File: config.mk
export PLATFORM = sky130hd
export DESIGN_NAME = mips_cpu_mem_arbiter_flat
export DESIGN_NICKNAME = d
export VERILOG_FILES = /design/src/rtl/mips_cpu_mem_arbiter_if.sv /design/src/rtl/mips_cpu_mem_arbiter.sv /design/src/flat_wrapper.sv
export SDC_FILE = /design/constraint.sdc
export NUM_CORES = 1
export LEC_CHECK = 0
export ABC_AREA = 0
export BUFFER_PORTS_ARGS = -buffer_cell sky130_fd_sc_hd__buf_2
export CELL_PAD_IN_SITES_DETAIL_PLACEMENT = 1
export CELL_PAD_IN_SITES_GLOBAL_PLACEMENT = 1
export CORE_MARGIN = 3
export CORE_UTILIZATION = 28
export CTS_CLUSTER_SIZE = 40
export DETAILED_ROUTE_END_ITERATION = 8
export PLACE_DENSITY_LB_ADDON = 0.08
export SETUP_SLACK_MARGIN = 0.4
export SLEW_MARGIN = 20
export SYNTH_ARGS = -nofsm -noshare
export SYNTH_HDL_FRONTEND = slang
export SYNTH_SLANG_ARGS = --single-unit
File: constraint.sdc
create_clock -name clk -period 1.6 [get_ports clk]
set_input_delay 0.08 -clock clk [delete_from_list [all_inputs] [get_ports clk]]
set_output_delay 0.08 -clock clk [all_outputs]
set_load 0.05 [all_outputs]
File: src/rtl/mips_cpu_mem_arbiter_if.sv
// rtl/mips_cpu_mem_arbiter_if.sv - fetch, data and unified-memory bus bundle for the arbiter
// slave: arbiter view; master: CPU-and-memory view.
interface mips_cpu_mem_arbiter_if;
   logic        i_read;
   logic [31:0] i_address;
   logic [31:0] i_readdata;
   logic        i_waitrequest;

   logic        d_read;
   logic        d_write;
   logic [31:0] d_address;
   logic [31:0] d_writedata;
   logic [3:0]  d_byteenable;
   logic [31:0] d_readdata;
   logic        d_waitrequest;

   logic [31:0] m_address;
   logic        m_read;
   logic        m_write;
   logic [31:0] m_writedata;
   logic [3:0]  m_byteenable;
   logic [31:0] m_readdata;
   logic        m_waitrequest;

   modport slave (
      input  i_read, i_address, d_read, d_write, d_address, d_writedata, d_byteenable,
             m_readdata, m_waitrequest,
      output i_readdata, i_waitrequest, d_readdata, d_waitrequest,
             m_address, m_read, m_write, m_writedata, m_byteenable
   );

   modport master (
      output i_read, i_address, d_read, d_write, d_address, d_writedata, d_byteenable,
             m_readdata, m_waitrequest,
      input  i_readdata, i_waitrequest, d_readdata, d_waitrequest,
             m_address, m_read, m_write, m_writedata, m_byteenable
   );
endinterface

File: src/rtl/mips_cpu_mem_arbiter.sv
// rtl/mips_cpu_mem_arbiter.sv - fetch/data arbiter onto one memory port, data priority with starvation limit
// Optional MIPS_CPU_ARB_ROUND_ROBIN_EN: alternate grants on contention instead of data priority.
module mips_cpu_mem_arbiter #(
   parameter int STARVE_LIMIT = 4
) (
   input logic                   clk,
   input logic                   rst,
   mips_cpu_mem_arbiter_if.slave bus
);
   typedef enum logic [1:0] {IDLE, GNT_I, GNT_D} state_t;

   state_t      r_state;
   logic [31:0] r_addr;
   logic [31:0] r_wdata;
   logic [3:0]  r_be;
   logic        r_rd;
   logic        r_wr;

   logic w_ireq;
   logic w_dreq;
   logic w_done;
   logic w_i_done;
   logic w_d_done;
   logic w_pick_i;

   assign w_ireq   = bus.i_read;
   assign w_dreq   = bus.d_read | bus.d_write;
   assign w_done   = (r_state != IDLE) & ~bus.m_waitrequest;
   assign w_i_done = (r_state == GNT_I) & w_done;
   assign w_d_done = (r_state == GNT_D) & w_done;

`ifdef MIPS_CPU_ARB_ROUND_ROBIN_EN
   logic r_last_d;

   assign w_pick_i = w_ireq & (~w_dreq | r_last_d);

   always_ff @(posedge clk) begin
      if (rst)
         r_last_d <= 1'b1;
      else if (r_state == IDLE && (w_ireq | w_dreq))
         r_last_d <= ~w_pick_i;
   end
`else
   localparam int SW = ($clog2(STARVE_LIMIT + 1) > 3) ? $clog2(STARVE_LIMIT + 1) : 3;
   logic [SW-1:0] r_streak;

   // Fetch wins a contended IDLE decision only once data has used up its streak.
   assign w_pick_i = w_ireq & (~w_dreq | (r_streak == SW'(STARVE_LIMIT)));

   always_ff @(posedge clk) begin
      if (rst || !w_ireq || w_i_done)
         r_streak <= '0;
      else if (w_d_done && (r_streak < SW'(STARVE_LIMIT)))
         r_streak <= r_streak + 1'b1;
   end
`endif

   always_ff @(posedge clk) begin
      if (rst) begin
         r_state <= IDLE;
         r_addr  <= 32'h0;
         r_wdata <= 32'h0;
         r_be    <= 4'h0;
         r_rd    <= 1'b0;
         r_wr    <= 1'b0;
      end else begin
         case (r_state)
            IDLE: begin
               if (w_pick_i) begin
                  r_state <= GNT_I;
                  r_addr  <= bus.i_address;
                  r_wdata <= 32'h0;
                  r_be    <= 4'hF;
                  r_rd    <= 1'b1;
                  r_wr    <= 1'b0;
               end else if (w_dreq) begin
                  // A simultaneous read+write request is carried out as the write.
                  r_state <= GNT_D;
                  r_addr  <= bus.d_address;
                  r_wdata <= bus.d_write ? bus.d_writedata : 32'h0;
                  r_be    <= bus.d_write ? bus.d_byteenable : 4'hF;
                  r_rd    <= ~bus.d_write;
                  r_wr    <= bus.d_write;
               end
            end
            default: begin
               if (!bus.m_waitrequest) begin
                  r_state <= IDLE;
                  r_be    <= 4'h0;
                  r_rd    <= 1'b0;
                  r_wr    <= 1'b0;
               end
            end
         endcase
      end
   end

   assign bus.m_address     = r_addr;
   assign bus.m_writedata   = r_wdata;
   assign bus.m_byteenable  = r_be;
   assign bus.m_read        = r_rd;
   assign bus.m_write       = r_wr;

   assign bus.i_waitrequest = w_ireq & ~w_i_done;
   assign bus.d_waitrequest = w_dreq & ~w_d_done;
   assign bus.i_readdata    = w_i_done ? bus.m_readdata : 32'h0;
   assign bus.d_readdata    = w_d_done ? bus.m_readdata : 32'h0;
endmodule

File: src/flat_wrapper.sv
// flat-port wrapper written by rule: the top's interface ports become plain ports
module mips_cpu_mem_arbiter_flat 
#(
   parameter int STARVE_LIMIT = 4
)
  (clk, rst, bus_i_read, bus_i_address, bus_d_read, bus_d_write, bus_d_address, bus_d_writedata, bus_d_byteenable, bus_m_readdata, bus_m_waitrequest, bus_i_readdata, bus_i_waitrequest, bus_d_readdata, bus_d_waitrequest, bus_m_address, bus_m_read, bus_m_write, bus_m_writedata, bus_m_byteenable);
  mips_cpu_mem_arbiter_if bus_i ();
  input logic clk;
  input logic rst;
  input wire logic [$bits(bus_i.i_read)-1:0] bus_i_read;
  input wire logic [$bits(bus_i.i_address)-1:0] bus_i_address;
  input wire logic [$bits(bus_i.d_read)-1:0] bus_d_read;
  input wire logic [$bits(bus_i.d_write)-1:0] bus_d_write;
  input wire logic [$bits(bus_i.d_address)-1:0] bus_d_address;
  input wire logic [$bits(bus_i.d_writedata)-1:0] bus_d_writedata;
  input wire logic [$bits(bus_i.d_byteenable)-1:0] bus_d_byteenable;
  input wire logic [$bits(bus_i.m_readdata)-1:0] bus_m_readdata;
  input wire logic [$bits(bus_i.m_waitrequest)-1:0] bus_m_waitrequest;
  output wire logic [$bits(bus_i.i_readdata)-1:0] bus_i_readdata;
  output wire logic [$bits(bus_i.i_waitrequest)-1:0] bus_i_waitrequest;
  output wire logic [$bits(bus_i.d_readdata)-1:0] bus_d_readdata;
  output wire logic [$bits(bus_i.d_waitrequest)-1:0] bus_d_waitrequest;
  output wire logic [$bits(bus_i.m_address)-1:0] bus_m_address;
  output wire logic [$bits(bus_i.m_read)-1:0] bus_m_read;
  output wire logic [$bits(bus_i.m_write)-1:0] bus_m_write;
  output wire logic [$bits(bus_i.m_writedata)-1:0] bus_m_writedata;
  output wire logic [$bits(bus_i.m_byteenable)-1:0] bus_m_byteenable;
  assign bus_i.i_read = bus_i_read;
  assign bus_i.i_address = bus_i_address;
  assign bus_i.d_read = bus_d_read;
  assign bus_i.d_write = bus_d_write;
  assign bus_i.d_address = bus_d_address;
  assign bus_i.d_writedata = bus_d_writedata;
  assign bus_i.d_byteenable = bus_d_byteenable;
  assign bus_i.m_readdata = bus_m_readdata;
  assign bus_i.m_waitrequest = bus_m_waitrequest;
  assign bus_i_readdata = bus_i.i_readdata;
  assign bus_i_waitrequest = bus_i.i_waitrequest;
  assign bus_d_readdata = bus_i.d_readdata;
  assign bus_d_waitrequest = bus_i.d_waitrequest;
  assign bus_m_address = bus_i.m_address;
  assign bus_m_read = bus_i.m_read;
  assign bus_m_write = bus_i.m_write;
  assign bus_m_writedata = bus_i.m_writedata;
  assign bus_m_byteenable = bus_i.m_byteenable;
  mips_cpu_mem_arbiter #(.STARVE_LIMIT(STARVE_LIMIT)) u_core (.clk(clk), .rst(rst), .bus(bus_i));
endmodule
# [Yosys cells after proc, flatten, opt, wreduce, memory -nomap -nowiden]
# Cells that the tools add are included.
[classes] n_addsub=1 magnitude_cmp=1 reduce_logical=9 n_bitwise=13 n_eq_ne=5 mux=23
[ops] operator="two-way mux 32 bit" n=7
[ops] operator="two-way mux 4 bit" n=5
[ops] operator="two-way mux 2 bit" n=4
[ops] operator="two-way mux 1 bit" n=7
[ops] operator="bitwise AND 1 bit" n=6
[ops] operator="inverter 1 bit" n=5
[ops] operator="AND reduction 2 bit" n=2
[ops] operator="nonzero test 2 bit" n=2
[ops] operator="adder 3 x 1 -> 3 bit (second input constant)" n=1
[ops] operator="equality test 3 bit (second input constant)" n=1
[ops] operator="less-than comparator 3 bit (second input constant)" n=1
[ops] operator="!= test 3 x 1 -> 1 bit (second input constant)" n=1
[ops] operator="equality test 2 x 1 -> 1 bit (second input constant)" n=1
[ops] operator="equality test 2 bit (second input constant)" n=1
[ops] operator="zero test 2 bit" n=1
[ops] operator="logical OR 1 bit" n=2
[ops] operator="!= test 2 x 1 -> 1 bit (second input constant)" n=1
[ops] operator="OR 1 bit" n=2
[ops] operator="logical AND 1 bit" n=1
[ops] operator="zero test 1 bit" n=1
[totals] regBits=75 wordCells=59 inputBits=138 out_inout_bits=136

# [Logic depth before layout (Yosys ltp)]
[logic_depth] ltp_word=6 depth_mapped=6 mapped_depth_nobuf=5

# [Worst setup path before layout]
# OpenSTA, ideal clock, no wires.
[synth_timing] path_type="reg-to-output" startpoint="register u_core.r_state[0]" endpoint="output bus_i_readdata[22]" slack_ps=133 t_required_ps=1520 arrival_time_ps=1387 path_buffers=1 stages_incl_launch_ff=4 path_cell_list="dfxtp_1 nor3b_2 clkbuf_1 and2_1"
[synth_between] elab_chain_len=4 elab_cells_between_ends=5 classes_between="1 x eq/ne; 1 x mux; 2 x bitwise; 1 x reduce/logical"
[synth_rtl] item="from (decl)" line_no="mips_cpu_mem_arbiter.sv:12" source="state_t r_state;"
[synth_rtl] item="from (signal assigned)" line_no="mips_cpu_mem_arbiter.sv:60" source="r_state <= IDLE;"
[synth_rtl] item="from (signal assigned)" line_no="mips_cpu_mem_arbiter.sv:70" source="r_state <= GNT_I;"
[synth_rtl] item="from (signal assigned)" line_no="mips_cpu_mem_arbiter.sv:78" source="r_state <= GNT_D;"
[synth_rtl] item="nonzero test 2 bit" line_no="mips_cpu_mem_arbiter.sv:28" source="assign w_done = (r_state != IDLE) & ~bus.m_waitrequest;"
[synth_rtl] item="bitwise AND 1 bit" line_no="mips_cpu_mem_arbiter.sv:28"
[synth_rtl] item="bitwise AND 1 bit *" line_no="mips_cpu_mem_arbiter.sv:29" source="assign w_i_done = (r_state == GNT_I) & w_done;"
[synth_rtl] item="two-way mux 32 bit *" line_no="mips_cpu_mem_arbiter.sv:106" source="assign bus.i_readdata = w_i_done ? bus.m_readdata : 32'h0;"
[synth_rtl] item="to (decl)" line_no="flat_wrapper.sv:19" source="output wire logic [$bits(bus_i.i_readdata)-1:0] bus_i_readdata;"
# Mark *: on every way between the ends. The rest lies on a longest branch, timed or not.

# [Worst setup path after layout]
[layout_timing] startpoint="register u_core.r_streak[1]" endpoint="register u_core.r_addr[3], in the netlist u_core.bus.m_address[3]"
[layout_between] elab_chain_len=5 elab_cells_between_ends=6 classes_between="1 x eq/ne; 1 x mux; 2 x bitwise; 2 x reduce/logical"
[layout_rtl] item="from (decl)" line_no="mips_cpu_mem_arbiter.sv:45" source="logic [SW-1:0] r_streak;"
[layout_rtl] item="from (signal assigned)" line_no="mips_cpu_mem_arbiter.sv:54" source="r_streak <= r_streak + 1'b1;"
[layout_rtl] item="equality test 3 bit *" line_no="mips_cpu_mem_arbiter.sv:48" source="assign w_pick_i = w_ireq & (~w_dreq | (r_streak == SW'(STARVE_LIMIT)));"
[layout_rtl] item="OR 1 bit *" line_no="mips_cpu_mem_arbiter.sv:48"
[layout_rtl] item="bitwise AND 1 bit *" line_no="mips_cpu_mem_arbiter.sv:48"
[layout_rtl] item="nonzero test 2 bit (no line)"
[layout_rtl] item="AND reduction 2 bit (no line)"
[layout_rtl] item="to (signal assigned)" line_no="mips_cpu_mem_arbiter.sv:71" source="r_addr <= bus.i_address;"
[layout_rtl] item="to (signal assigned)" line_no="mips_cpu_mem_arbiter.sv:79" source="r_addr <= bus.d_address;"
[layout_rtl] item="to (decl)" line_no="mips_cpu_mem_arbiter.sv:13" source="logic [31:0] r_addr;"
# Marks and branches as above.
# A chain may end at the register's enable or synchronous reset.

==> flow_summary.toml <==
[floorplanning]
initial_core_util_pct = 29.2
number_of_primary_i_o_pins = 274
fp-row-count = 42
floorplan.core_area_sq_mm = 0.0135
die_h_um = 125
dieWidth_um = 125
die_area_sq_mm = 0.0156

[synthesis]
post_synth_and_or_nand_nor_area_fraction_pct = 23.9
synth-warning-count = 0
synthTopCellsByCount = "sky130_fd_sc_hd__dfxtp_1 (75), sky130_fd_sc_hd__and2_1 (64), sky130_fd_sc_hd__o21ai_0 (64)"
netlist_instances = 471
synth-adder-area-share_pct = 0.634
count_leader_synth = "sky130_fd_sc_hd__dfxtp_1"
synthArstFlopShare_pct = 0
unique_cell_type_count_in_the_yosys_netlist = 35
synth_area_per_cell_sq_um = 8.38
netlist_area_sq_mm = 0.00395
synthMuxAreaShare_pct = 0.507
synth_seq_area_share_pct = 38.0
yosys.area.top_type_share_pct = 38.0
synth-main-ff-cell = "sky130_fd_sc_hd__dfxtp_1"
fraction_of_the_mapped_netlist_area_in_compound_gates_pct = 29.1
synth_top_family_by_area = "compound AO/OA/AOI/OAI gates"
synth_nets = 611
synth-seq-cells = 75
synth_top_area_cell = "sky130_fd_sc_hd__dfxtp_1"
cell_types_occupying_the_most_area_after_synthesis = "sky130_fd_sc_hd__dfxtp_1 (38%), sky130_fd_sc_hd__and2_1 (10%), sky130_fd_sc_hd__o21ai_0 (8.1%), sky130_fd_sc_hd__a311oi_1 (7.1%), sky130_fd_sc_hd__a21oi_2 (6.4%)"
synth_edf_count = 0
synth-xor-area-share_pct = 0.222

[sta]
timing_max_transition_violations_final = 0
hold_slack_ns = 0.00382
layout_setup_ws_ns = -0.0554
worstMarginPinSlew_ns = 0.456
worst_clock_skew_ns = 0.0116
rsz0062_at_grt = "true"
final_period_minus_worst_setup_slack_ns = 1.66
report.final.setup_viol = 85
fin_crit_sh_pct = 103
slew_headroom_pct = 69.6
final_hold_viol_count = 0
fmaxAchievable_mhz = 604

[critical_path]
r2r_start = "u_core.r_streak[1]$_SDFFE_PP0P_"
crit_fanout = 8
worst-endpoint-required_ns = 1.85
crit_arrival_ns = 1.91
timing.critical_path.from_type = "flip-flop"
crit_end_element = "flip-flop"
worstSetupStartpoint = "u_core.r_streak[1]$_SDFFE_PP0P_"
worst-setup-path-type = "reg -> reg"

[job]
max_capacitance_violation_count = 0

[grt]
antenna_found_initial = 5
globalRouteTotalUtil_pct = 28.1
first_global_vias = 5587
grt_pass1_wl_um = 34300
largest_net_degree_at_the_start_of_global_routing = 39
grt_overflow_total = 0

[routing]
vias_per_cell = 5.46
drt-total-wl_um = 23800
drc = 0
final_antenna_net_count = 0
vias = 5277
detail_route.iter0.violations = 347
drtPass1Iterations = 4
routed_wire_length_per_instance_um = 24.6

[cells_and_area]
area_growth_pct = 108
layout-drive-gt1-share_pct = 69.7
post-route-util_pct = 60.8
design.final.nets = 921
num-fill-cells = 1480
finish.cell_count_without_fillers = 967
ff_latch_area_sq_mm = 0.00151
multiInputGateArea_sq_mm = 0.00273

[clock_tree]
cts_buffer_depth = 2
clock-sinks = 75
cts_tree = "yes"
cts-buffers-inserted = 9
clk_latency_worst_skew_pair_ns = 0.34
clk_pin_slew_ns = 0.07
cts-root-buf = "sky130_fd_sc_hd__clkbuf_16"
cts_max_level = 3

[place]
io_buffers = 273
dp.final_hpwl_um = 12800
dp_cells = 888
globalplace.congestion = 0.953

[run_status]
status = "finished, violations left"
violations = "negative setup slack"

[min_path]
worstHoldPathType = "in -> reg"
worstHoldStart = "bus_d_address[14]"

[power]
power.ir.vdd_worst_mv = 0.533
leakage_component_of_the_power_nw = 3.56
power_per_cell_area_mw_per_mm2 = 884
## timing repair
action,CTS,global route
hold buffers,6,1
pin swaps,76,38
buffers inserted,30,3
gates cloned,18,0
setup endpoints to repair,140,141
gates resized for setup,314,37
hold endpoints to repair,6,1
## critical path: stages (launching register included)
cell and delay (ns):
sky130_fd_sc_hd__dfxtp_2 0.35, sky130_fd_sc_hd__inv_2 0.05, sky130_fd_sc_hd__ha_4 0.17, sky130_fd_sc_hd__buf_12 0.12, sky130_fd_sc_hd__a2bb2oi_4 0.16, sky130_fd_sc_hd__buf_6 0.15, sky130_fd_sc_hd__buf_6 0.11, sky130_fd_sc_hd__buf_16 0.13
sky130_fd_sc_hd__o21ai_2 0.05, sky130_fd_sc_hd__a311oi_1 0.25
## final timing paths
path / slack (ns) / depth (start not counted) / to
hold reg to reg: 0.46 / 2 / u_core.bus.m_writedata[8]$_SDFFE_PP0P_
setup reg to reg: -0.06 / 9 / u_core.bus.m_address[3]$_SDFFE_PP0P_
setup / recovery: -0.06 / 9 / u_core.bus.m_address[3]$_SDFFE_PP0P_
hold / removal: 0.004 / 3 / u_core.bus.m_address[14]$_SDFFE_PP0P_
## registers in the layout, indices dropped and copies added (netlist names)
name and cells:
u_core.bus.m_address 32, u_core.bus.m_byteenable 4, u_core.bus.m_read 1, u_core.bus.m_write 1, u_core.bus.m_writedata 32, u_core.r_state 2, u_core.r_streak 3
## routing by layer
layer  routed length, um  up-vias  global-route usage (%)
li1                    -     2384                       -
met1                9010     2620                    32.1
met2               12500      235                    51.1
met3                1570       38                    6.13
met4                 682        0                    10.3
met5                   0        -                       0
## kinds of logic (layout without fill, tap and decap cells)
kind of cell | after synthesis | in the layout
compound gates | 173 | 173
xor+xnor | 1 | 1
fa+ha+maj | 2 | 2
buf+inv | 63 | 378
flops | 75 | 75
mux | 2 | 2
other cells | 0 | 5
simple gates | 155 | 155
## final cells by class
cell class / count / share of cell area, %
Timing Repair Buffer: 355 / 40.9
Multi-Input combinational cell: 333 / 33.3
Sequential cell: 75 / 18.4
Clock buffer: 10 / 2.91
Tap cell: 176 / 2.68
Clock inverter: 6 / 1.36
Inverter: 7 / 0.320
Antenna cell: 5 / 0.152
## where the power goes
group	switching, mW	total, mW	internal, mW
clock	0.866	2.44	1.57
combinational	1.64	2.67	1.03
sequential	0.120	2.15	2.03
## per-stage QoR
step | power (mW) | setup WS (ns) | instance area [sq um] | setup TNS [ns]
floorplan | 3.56 | 0.349 | 4280 | 0
global route | 7.50 | -0.0961 | 8220 | -6.68
finish | 7.26 | -0.0554 | 8220 | -1.76
detailed placement | 4.19 | 0.175 | 5850 | 0
CTS | 7.12 | -0.0130 | 7990 | -0.0258
global placement | 4.15 | 0.220 | 5850 | 0
## cells in the final DEF, fill, tap and decap left out, types with 2 or more instances in the layout
cell type,count
sky130_fd_sc_hd__bufinv_16,3
sky130_fd_sc_hd__buf_8,62
sky130_fd_sc_hd__nor3b_2,4
sky130_fd_sc_hd__dfxtp_2,2
sky130_fd_sc_hd__a21oi_1,30
sky130_fd_sc_hd__nand2b_1,2
sky130_fd_sc_hd__diode_2,5
sky130_fd_sc_hd__o21ai_1,17
sky130_fd_sc_hd__mux2i_1,2
sky130_fd_sc_hd__buf_4,21
sky130_fd_sc_hd__o21ai_2,29
sky130_fd_sc_hd__nand3_1,26
sky130_fd_sc_hd__dfxtp_1,71
sky130_fd_sc_hd__o32ai_2,4
sky130_fd_sc_hd__nor2_4,5
sky130_fd_sc_hd__nand3_4,2
sky130_fd_sc_hd__nand4_1,32
sky130_fd_sc_hd__inv_2,2
sky130_fd_sc_hd__a311oi_2,11
sky130_fd_sc_hd__dfxtp_4,2
sky130_fd_sc_hd__buf_12,27
sky130_fd_sc_hd__buf_2,207
sky130_fd_sc_hd__clkbuf_16,9
sky130_fd_sc_hd__and2_4,64
sky130_fd_sc_hd__nor2_2,2
sky130_fd_sc_hd__inv_1,5
sky130_fd_sc_hd__a311oi_1,21
sky130_fd_sc_hd__buf_16,17
sky130_fd_sc_hd__a21oi_2,36
sky130_fd_sc_hd__nand3_2,6
sky130_fd_sc_hd__buf_6,14
sky130_fd_sc_hd__nor2_1,2
sky130_fd_sc_hd__dlygate4sd3_1,7
sky130_fd_sc_hd__or3_4,2
sky130_fd_sc_hd__o21ai_0,19
sky130_fd_sc_hd__nor3b_4,2
Note: power is estimated with default switching activity, not from simulation.
